$ cat config.mk
export PLATFORM = sky130hd
export DESIGN_NAME = bus_sw
export DESIGN_NICKNAME = d
export VERILOG_FILES = /design/src/rtl/bus_sw.sv
export SDC_FILE = /design/constraint.sdc
export NUM_CORES = 1
export LEC_CHECK = 0
export BUFFER_PORTS_ARGS = -buffer_cell sky130_fd_sc_hd__buf_4
export CAP_MARGIN = 0
export CORE_ASPECT_RATIO = 0.75
export CORE_UTILIZATION = 44
export DETAILED_ROUTE_END_ITERATION = 16
export PLACE_DENSITY = 0.92
export SYNTH_ARGS = -nofsm -noshare
export SYNTH_HDL_FRONTEND = slang
export SYNTH_SLANG_ARGS = --single-unit
$ cat constraint.sdc
create_clock -name clk -period 3.54 [get_ports clk]
set_input_delay 0.708 -clock clk [delete_from_list [all_inputs] [get_ports clk]]
set_output_delay 0.708 -clock clk [all_outputs]
set_load 0.02 [all_outputs]
$ cat src/rtl/bus_sw.sv
// bus_sw: CPU bus switch. Decodes the CPU word address onto a set of slave windows and
// forwards strobe, ack and read data. Unmapped accesses and slave timeouts end with a
// one-cycle error ack. The cause and address of the last error are kept in sticky registers.
module bus_sw #(
   parameter int unsigned         NSLV     = 4,
   parameter logic [22*NSLV-1:0]  SLV_BASE = {22'h3FF800, 22'h3FF7F0, 22'h3F8000, 22'h000000},
   parameter logic [22*NSLV-1:0]  SLV_MASK = {22'h3FFE00, 22'h3FFFF0, 22'h3F8000, 22'h300000},
   parameter int unsigned         TMO      = 16
) (
   input  logic                clk,
   input  logic                rst,
   input  logic                bus_stb,
   input  logic [23:2]         bus_addr,
   output logic [31:0]         bus_din,
   output logic                bus_ack,
   output logic                bus_err,
   output logic [NSLV-1:0]     s_stb,
   input  logic [32*NSLV-1:0]  s_dout,
   input  logic [NSLV-1:0]     s_ack,
   output logic [1:0]          err_cause,
   output logic [23:2]         err_addr
);

   typedef enum logic [1:0] {StIdle, StAct, StErr} state_e;

   state_e       state_q, state_d;
   logic [7:0]   cnt_q, cnt_d;
   logic [2:0]   sel_q, sel_d;
   logic [1:0]   err_cause_q, err_cause_d;
   logic [23:2]  err_addr_q, err_addr_d;

   logic         any_hit;
   logic [2:0]   hit_idx;
   logic [2:0]   cur_idx;
   logic         cur_ack;
   logic [31:0]  cur_dout;
   logic [NSLV-1:0] cur_oh;

   // Address decode; scanning downwards lets the lowest matching window win.
   always_comb begin
      any_hit = 1'b0;
      hit_idx = '0;
      for (int i = int'(NSLV) - 1; i >= 0; i--) begin
         if ((bus_addr & SLV_MASK[22*i +: 22]) == SLV_BASE[22*i +: 22]) begin
            any_hit = 1'b1;
            hit_idx = 3'(i);
         end
      end
   end

   // Slave-side mux: the latched slave once active, the decoded slave while idle.
   always_comb begin
      cur_idx  = (state_q == StAct) ? sel_q : hit_idx;
      cur_ack  = 1'b0;
      cur_dout = '0;
      cur_oh   = '0;
      for (int i = 0; i < int'(NSLV); i++) begin
         if (3'(i) == cur_idx) begin
            cur_ack   = s_ack[i];
            cur_dout  = s_dout[32*i +: 32];
            cur_oh[i] = 1'b1;
         end
      end
   end

   // Next-state and bus outputs; reset forces every output low.
   always_comb begin
      state_d     = state_q;
      cnt_d       = cnt_q;
      sel_d       = sel_q;
      err_cause_d = err_cause_q;
      err_addr_d  = err_addr_q;
      s_stb       = '0;
      bus_ack     = 1'b0;
      bus_err     = 1'b0;
      bus_din     = '0;
      case (state_q)
         StIdle: begin
            if (bus_stb) begin
               if (any_hit) begin
                  s_stb = cur_oh;
                  if (cur_ack) begin
                     // Zero-wait access completes without leaving idle.
                     bus_ack = 1'b1;
                     bus_din = cur_dout;
                  end else begin
                     state_d = StAct;
                     sel_d   = hit_idx;
                     cnt_d   = 8'd1;
                  end
               end else begin
                  state_d     = StErr;
                  err_cause_d = 2'b01;
                  err_addr_d  = bus_addr;
               end
            end
         end
         StAct: begin
            if (!bus_stb) begin
               // CPU abort: drop the strobe silently.
               state_d = StIdle;
            end else begin
               s_stb = cur_oh;
               if (cur_ack) begin
                  bus_ack = 1'b1;
                  bus_din = cur_dout;
                  state_d = StIdle;
               end else if (cnt_q == 8'(TMO - 1)) begin
                  state_d     = StErr;
                  err_cause_d = 2'b10;
                  err_addr_d  = bus_addr;
               end else begin
                  cnt_d = cnt_q + 8'd1;
               end
            end
         end
         StErr: begin
            bus_ack = 1'b1;
            bus_err = 1'b1;
            state_d = StIdle;
         end
         default: state_d = StIdle;
      endcase
      if (rst) begin
         s_stb   = '0;
         bus_ack = 1'b0;
         bus_err = 1'b0;
         bus_din = '0;
      end
   end

   // State, counter, selection and sticky error registers.
   always_ff @(posedge clk) begin
      if (rst) begin
         state_q     <= StIdle;
         cnt_q       <= '0;
         sel_q       <= '0;
         err_cause_q <= '0;
         err_addr_q  <= '0;
      end else begin
         state_q     <= state_d;
         cnt_q       <= cnt_d;
         sel_q       <= sel_d;
         err_cause_q <= err_cause_d;
         err_addr_q  <= err_addr_d;
      end
   end

   assign err_cause = err_cause_q;
   assign err_addr  = err_addr_q;

endmodule

## Word-level counts from Yosys, hierarchy flattened

Cells that the tools add are included.

- Output and inout port bits: 62
- Logic and storage cells: 99
- Bits in registers: 37

- Multiplexer cells: 65
- Eq/ne operators: 19
- Bitwise operators: 1
- Add/sub/neg operators: 1
- Reductions and logical operators: 8

Operators by type and width:

| cell | number |
|---|---|
| $mux W32 | 9 |
| $mux W22 | 5 |
| $pmux W32 S2 | 1 |
| $mux W8 | 6 |
| $pmux W22 S2 | 1 |
| $mux W2 | 13 |
| $logic_not A22 Y1 | 1 |
| $mux W1 | 19 |
| $eq A18 B18 Y1 const B | 1 |
| $mux W4 | 4 |
| $pmux W8 S2 | 1 |
| $ne A2 B2 Y1 const B | 7 |
| $eq A13 B13 Y1 const B | 1 |
| $add A8 B1 Y8 const B | 1 |
| $eq A8 B4 Y1 const B | 1 |
| $pmux W2 S2 | 2 |
| $pmux W4 S2 | 1 |
| $eq A7 B7 Y1 const B | 1 |
| $reduce_and A7 Y1 | 1 |
| $eq A2 B3 Y1 const A | 2 |
| $mux W3 | 2 |
| $reduce_and A6 Y1 | 1 |
| $ne A4 B3 Y1 const B | 1 |
| $reduce_and A4 Y1 | 1 |
| 11 further kinds | 11 |

## Depth between registers and ports, before layout

- Depth after elaboration: 16
- Gate-level depth with buffers: 7
- Gate-level depth less buffers: 6

## Worst setup path before layout

Ideal clock, no wire load.

- Kind: input-to-output
- Start point: input bus_addr[22] (netlist name)
- End point: output bus_din[10]
- Setup slack: 569 ps
- Arrival: 2,263 ps
- Cell stages on the path: 6
- Path buffers: 1
- Cell sequence: nand4_2 or3_4 a31oi_4 nand3_1 clkbuf_1 nor2b_1

- Cells in the longest elaborated chain, start to end: 16
- Elaborated cells on any way between the ends: 31
- Those cells by class: 6 x eq/ne; 23 x mux; 2 x reduce/logical

RTL lines:

| item | line | text |
|---|---|---|
| start, declared | 13 | `input logic [23:2] bus_addr,` |
| $eq A13 B13 Y1 | 44 | `if ((bus_addr & SLV_MASK[22*i +: 22]) == SLV_BASE[22*i +: 22]) begin` |
| $mux W2 (3 in series) | 44 |  |
| $mux W3 | 44 |  |
| $mux W3 | 53 | `cur_idx = (state_q == StAct) ? sel_q : hit_idx;` |
| $logic_not A3 Y1 | 58 | `if (3'(i) == cur_idx) begin` |
| $mux W32 or $mux W1 (tied branches) (4 in series) | 58 |  |
| $mux W32 | 82, 104 |  |
| $mux W32 | 80 | `if (any_hit) begin` |
| $mux W32 | 79 | `if (bus_stb) begin` |
| $pmux W32 S2 * | 77 | `case (state_q)` |
| $mux W32 * | 124 | `if (rst) begin` |
| end, declared | 14 | `output logic [31:0] bus_din,` |

Every way passes the cells marked *; elsewhere a longest branch is shown, timed or not.

## Final worst setup path

- Start point: register state_q[1]
- End point: output bus_din[8]

- Cells in the longest elaborated chain, start to end: 12
- Elaborated cells on any way between the ends: 21
- Those cells by class: 4 x eq/ne; 15 x mux; 2 x reduce/logical

RTL lines:

| item | line | text |
|---|---|---|
| start, declared | 26 | `state_e state_q, state_d;` |
| start signal, assigned | 135 | `state_q <= StIdle;` |
| start signal, assigned | 141 | `state_q <= state_d;` |
| $eq A2 B1 Y1 | 53, 77 |  |
| $mux W3 | 53 |  |
| $logic_not A3 Y1 | 58 |  |
| $mux W32 or $mux W1 (tied branches) (4 in series) | 58 |  |
| $mux W32 | 82, 104 |  |
| $mux W32 | 80 |  |
| $mux W32 | 79 |  |
| $pmux W32 S2 * | 77 |  |
| $mux W32 * | 124 |  |

Marked as above.

==> flow_summary.json <==
{
  "status": "finished clean",
  "postCtsHoldBufs": 0,
  "fin_area_sq_mm": 0.00462,
  "cts_tree": "done",
  "pin_count": 219,
  "crit_chain": "nand2b_1 -> mux2i_4 -> buf_12 -> mux4_2 -> nor2b_1 -> buf_4",
  "hp-start": "err_addr[3]",
  "start_util_pct": 47.3,
  "cap_violations": 0,
  "startpoint": "state_q[1]",
  "switching_share_pct": 26.1,
  "syn_area_sq_mm": 0.00284,
  "cp_slowest_cell": "mux4_2",
  "p_leak_nw": 2.10,
  "cts_root_buffer": "clkbuf_8",
  "hold_viol_final": 0,
  "wl_um": 10700,
  "yosysSeqAreaShare_pct": 25.4,
  "drc": 0,
  "async_reset_ff_share_pct": 0,
  "fmax_mhz": 310,
  "layout-area-overhead-vs-synth_pct": 62.7,
  "cts_resized": 0,
  "cts_made_buffers": 5,
  "vias": 3094,
  "rr_startpoint": "sel_q[0]",
  "p_switching_mw": 0.300,
  "ant_nets": 0,
  "postCtsSetupBuffers": 0,
  "core.rowCount": 24,
  "clock_sinks": 36,
  "combPwrFrac_pct": 30.2,
  "grt_pass1_vias": 3073,
  "layout-drive-gt1-share_pct": 56.6,
  "overflow": 0,
  "syn_nets": 432,
  "worst_slack_ps": 312,
  "cp.buffers_inverters": 2,
  "crit_family": "multiplexers",
  "firstDrtPassIters": 4,
  "hp-class": "reg2reg",
  "stdcell_count": 562,
  "die_area_sq_mm": 0.00678,
  "finalSetupViolations": 0,
  "drt_iter0_drc": 183,
  "crit_fanout": 35,
  "grt_max_degree": 52,
  "seqPwrFrac_pct": 38.2,
  "synth.distinct_cells": 42,
  "synthCells": 274,
  "clkPwrFrac_pct": 31.6,
  "cp_slowest_stage_delay_ps": 550,
  "p_per_area_mw_per_mm2": 248,
  "synth_warnings": 0,
  "period_needed_ps": 3230,
  "antenna_found_initial": 0,
  "finalSetupTns_ps": 0,
  "grt_usage_pct": 30.3,
  "dpl.hpwl_um": 8810,
  "avgSynthCellArea_sq_um": 10.4,
  "wl_per_cell_um": 19.0,
  "viasPerCell": 5.51,
  "cts-htree-levels": 2,
  "grt_pass1_wl_um": 15300,
  "die_x_um": 94.8,
  "nets": 641,
  "synth_edf_count": 0,
  "die_h_um": 71.6,
  "critPathArrivalTime_ps": 2520,
  "placement.setup.worst_slack_ps": 361,
  "post_dp_cell_area_sq_mm": 0.00451,
  "skew_ps": 6.09,
  "finalMaxSlewViolations": 0,
  "ys.flop_type": "dfxtp_1",
  "synth_seq_cells": 36,
  "slew_headroom_pct": 46.3,
  "gp_congestion": 0.884,
  "core-area_sq_mm": 0.00601,
  "antenna_cells": 0,
  "clock_latency_ps": 290,
  "tightestPinTransition_ps": 805,
  "fin_util_pct": 76.9,
  "p_int_mw": 0.847,
  "ir_drop_uv": 274,
  "worstPathRequired_ps": 2830,
  "io_buffer_count": 218,
  "placed_cells": 554,
  "rsz0062_at_grt": "no",
  "critPathKind": "reg2out",
  "clk_path_buf_depth": 2,
  "critPathLaunchType": "register",
  "post-route-period-util_pct": 91.2,
  "clkTransAtPathRegs_ps": 70,
  "setup.worst_path.end_class": "output pin"
}
[registers in the layout, indices dropped and copies added, names as in the netlist]
| signal | flops |
|---|---|
| err_addr | 22 |
| sel_q | 2 |
| state_q | 2 |
| cnt_q | 8 |
| err_cause | 2 |
[path summary, 6_finish.rpt]
kind                            cells past startpoint  slack, ps            to
worst max-delay path                                6        310    bus_din[8]
worst min-delay path                                2        480   err_addr[3]
worst max register to register                      7       1150  err_addr[21]
worst min register to register                      2        480   err_addr[3]
[cell usage after synthesis, types with 2 or more instances]
| cell type | number | area [sq um] |
|---|---|---|
| o21ai_0 | 3 | 15.0 |
| buf_2 | 3 | 15.0 |
| inv_1 | 5 | 18.8 |
| or4_1 | 4 | 30.0 |
| buf_4 | 3 | 22.5 |
| nand3_1 | 6 | 30.0 |
| and3_1 | 4 | 25.0 |
| dfxtp_1 | 36 | 721 |
| buf_1 | 3 | 11.3 |
| nor2_2 | 2 | 12.5 |
| clkbuf_1 | 9 | 33.8 |
| nand2_1 | 5 | 18.8 |
| nor2b_1 | 33 | 206 |
| nand2b_1 | 46 | 288 |
| a21oi_1 | 11 | 55.1 |
| o31ai_1 | 6 | 45.0 |
| nand4_1 | 4 | 25.0 |
| mux4_2 | 33 | 743 |
| nor3_1 | 8 | 40.0 |
| nor2_1 | 5 | 18.8 |
| mux2i_1 | 22 | 220 |
| buf_6 | 2 | 22.5 |
| a31o_2 | 2 | 17.5 |
[stage by stage]
| step | power [mW] | hold slack (ps) |
|---|---|---|
| after floorplan | 0.596 | 449 |
| after global placement | 0.779 | 453 |
| after detailed placement | 0.792 | 464 |
| after CTS | 1.15 | 480 |
| after global routing | 1.19 | 505 |
| final | 1.15 | 478 |
[power groups by stage]
stage / sequential (mW) / clock (mW) / combinational, mW
2_1_floorplan: 0.467 / 0 / 0.129
3_3_place_gp: 0.444 / 0 / 0.335
3_5_place_dp: 0.446 / 0 / 0.345
4_1_cts: 0.437 / 0.364 / 0.346
5_1_grt: 0.439 / 0.388 / 0.365
6_report: 0.437 / 0.362 / 0.347
[cell type report]
| cell class | instances | area [sq um] |
|---|---|---|
| Inverter | 5 | 18.8 |
| Timing Repair Buffer | 222 | 1680 |
| Clock inverter | 2 | 35.0 |
| Sequential cell | 36 | 721 |
| Clock buffer | 6 | 72.6 |
| Fill cell | 416 | 1390 |
| Multi-Input combinational cell | 213 | 1990 |
| Tap cell | 78 | 97.6 |
[kinds of logic (layout without fill, tap and decap cells)]
family	count (synthesis)	count (layout)	share of synthesized area (%)
AND/OR/NAND/NOR	125	125	26.8
multiplexers	56	56	34.7
flip-flops	36	36	25.4
AO/OA/AOI/OAI	31	31	8.29
buffers and inverters	25	235	4.36
adder cells (fa/ha/maj)	1	1	0.441
[cells in the final DEF (no fill, tap or decap), types with 6 or more instances in the layout]
| cell type | synthesis | routed |
|---|---|---|
| dfxtp_1 | 36 | 36 |
| mux2i_1 | 22 | 22 |
| nand3_1 | 6 | 6 |
| nor3_1 | 8 | 8 |
| o31ai_1 | 6 | 6 |
| a21oi_1 | 11 | 11 |
| mux4_2 | 33 | 33 |
| buf_4 | 3 | 221 |
| nor2b_1 | 33 | 33 |
| nand2b_1 | 46 | 46 |
[worst register-to-register path, stage by stage, from the launching register on]
cell	delay, ps
dfxtp_1	440
mux4_2	550
nor2_2	170
a31oi_4	50
buf_4	220
o31ai_4	240
buf_4	390
mux2i_1	260
[per-layer routing]
layer / vias up / part of all wire (%) / GRT usage, %
li1: 1438 / - / -
met1: 1492 / 37 / 35.3
met2: 129 / 53 / 54.4
met3: 35 / 5.6 / 4.88
met4: 0 / 4.2 / 14.5
met5: - / 0 / 0
Note: power is estimated with default switching activity, not from simulation.
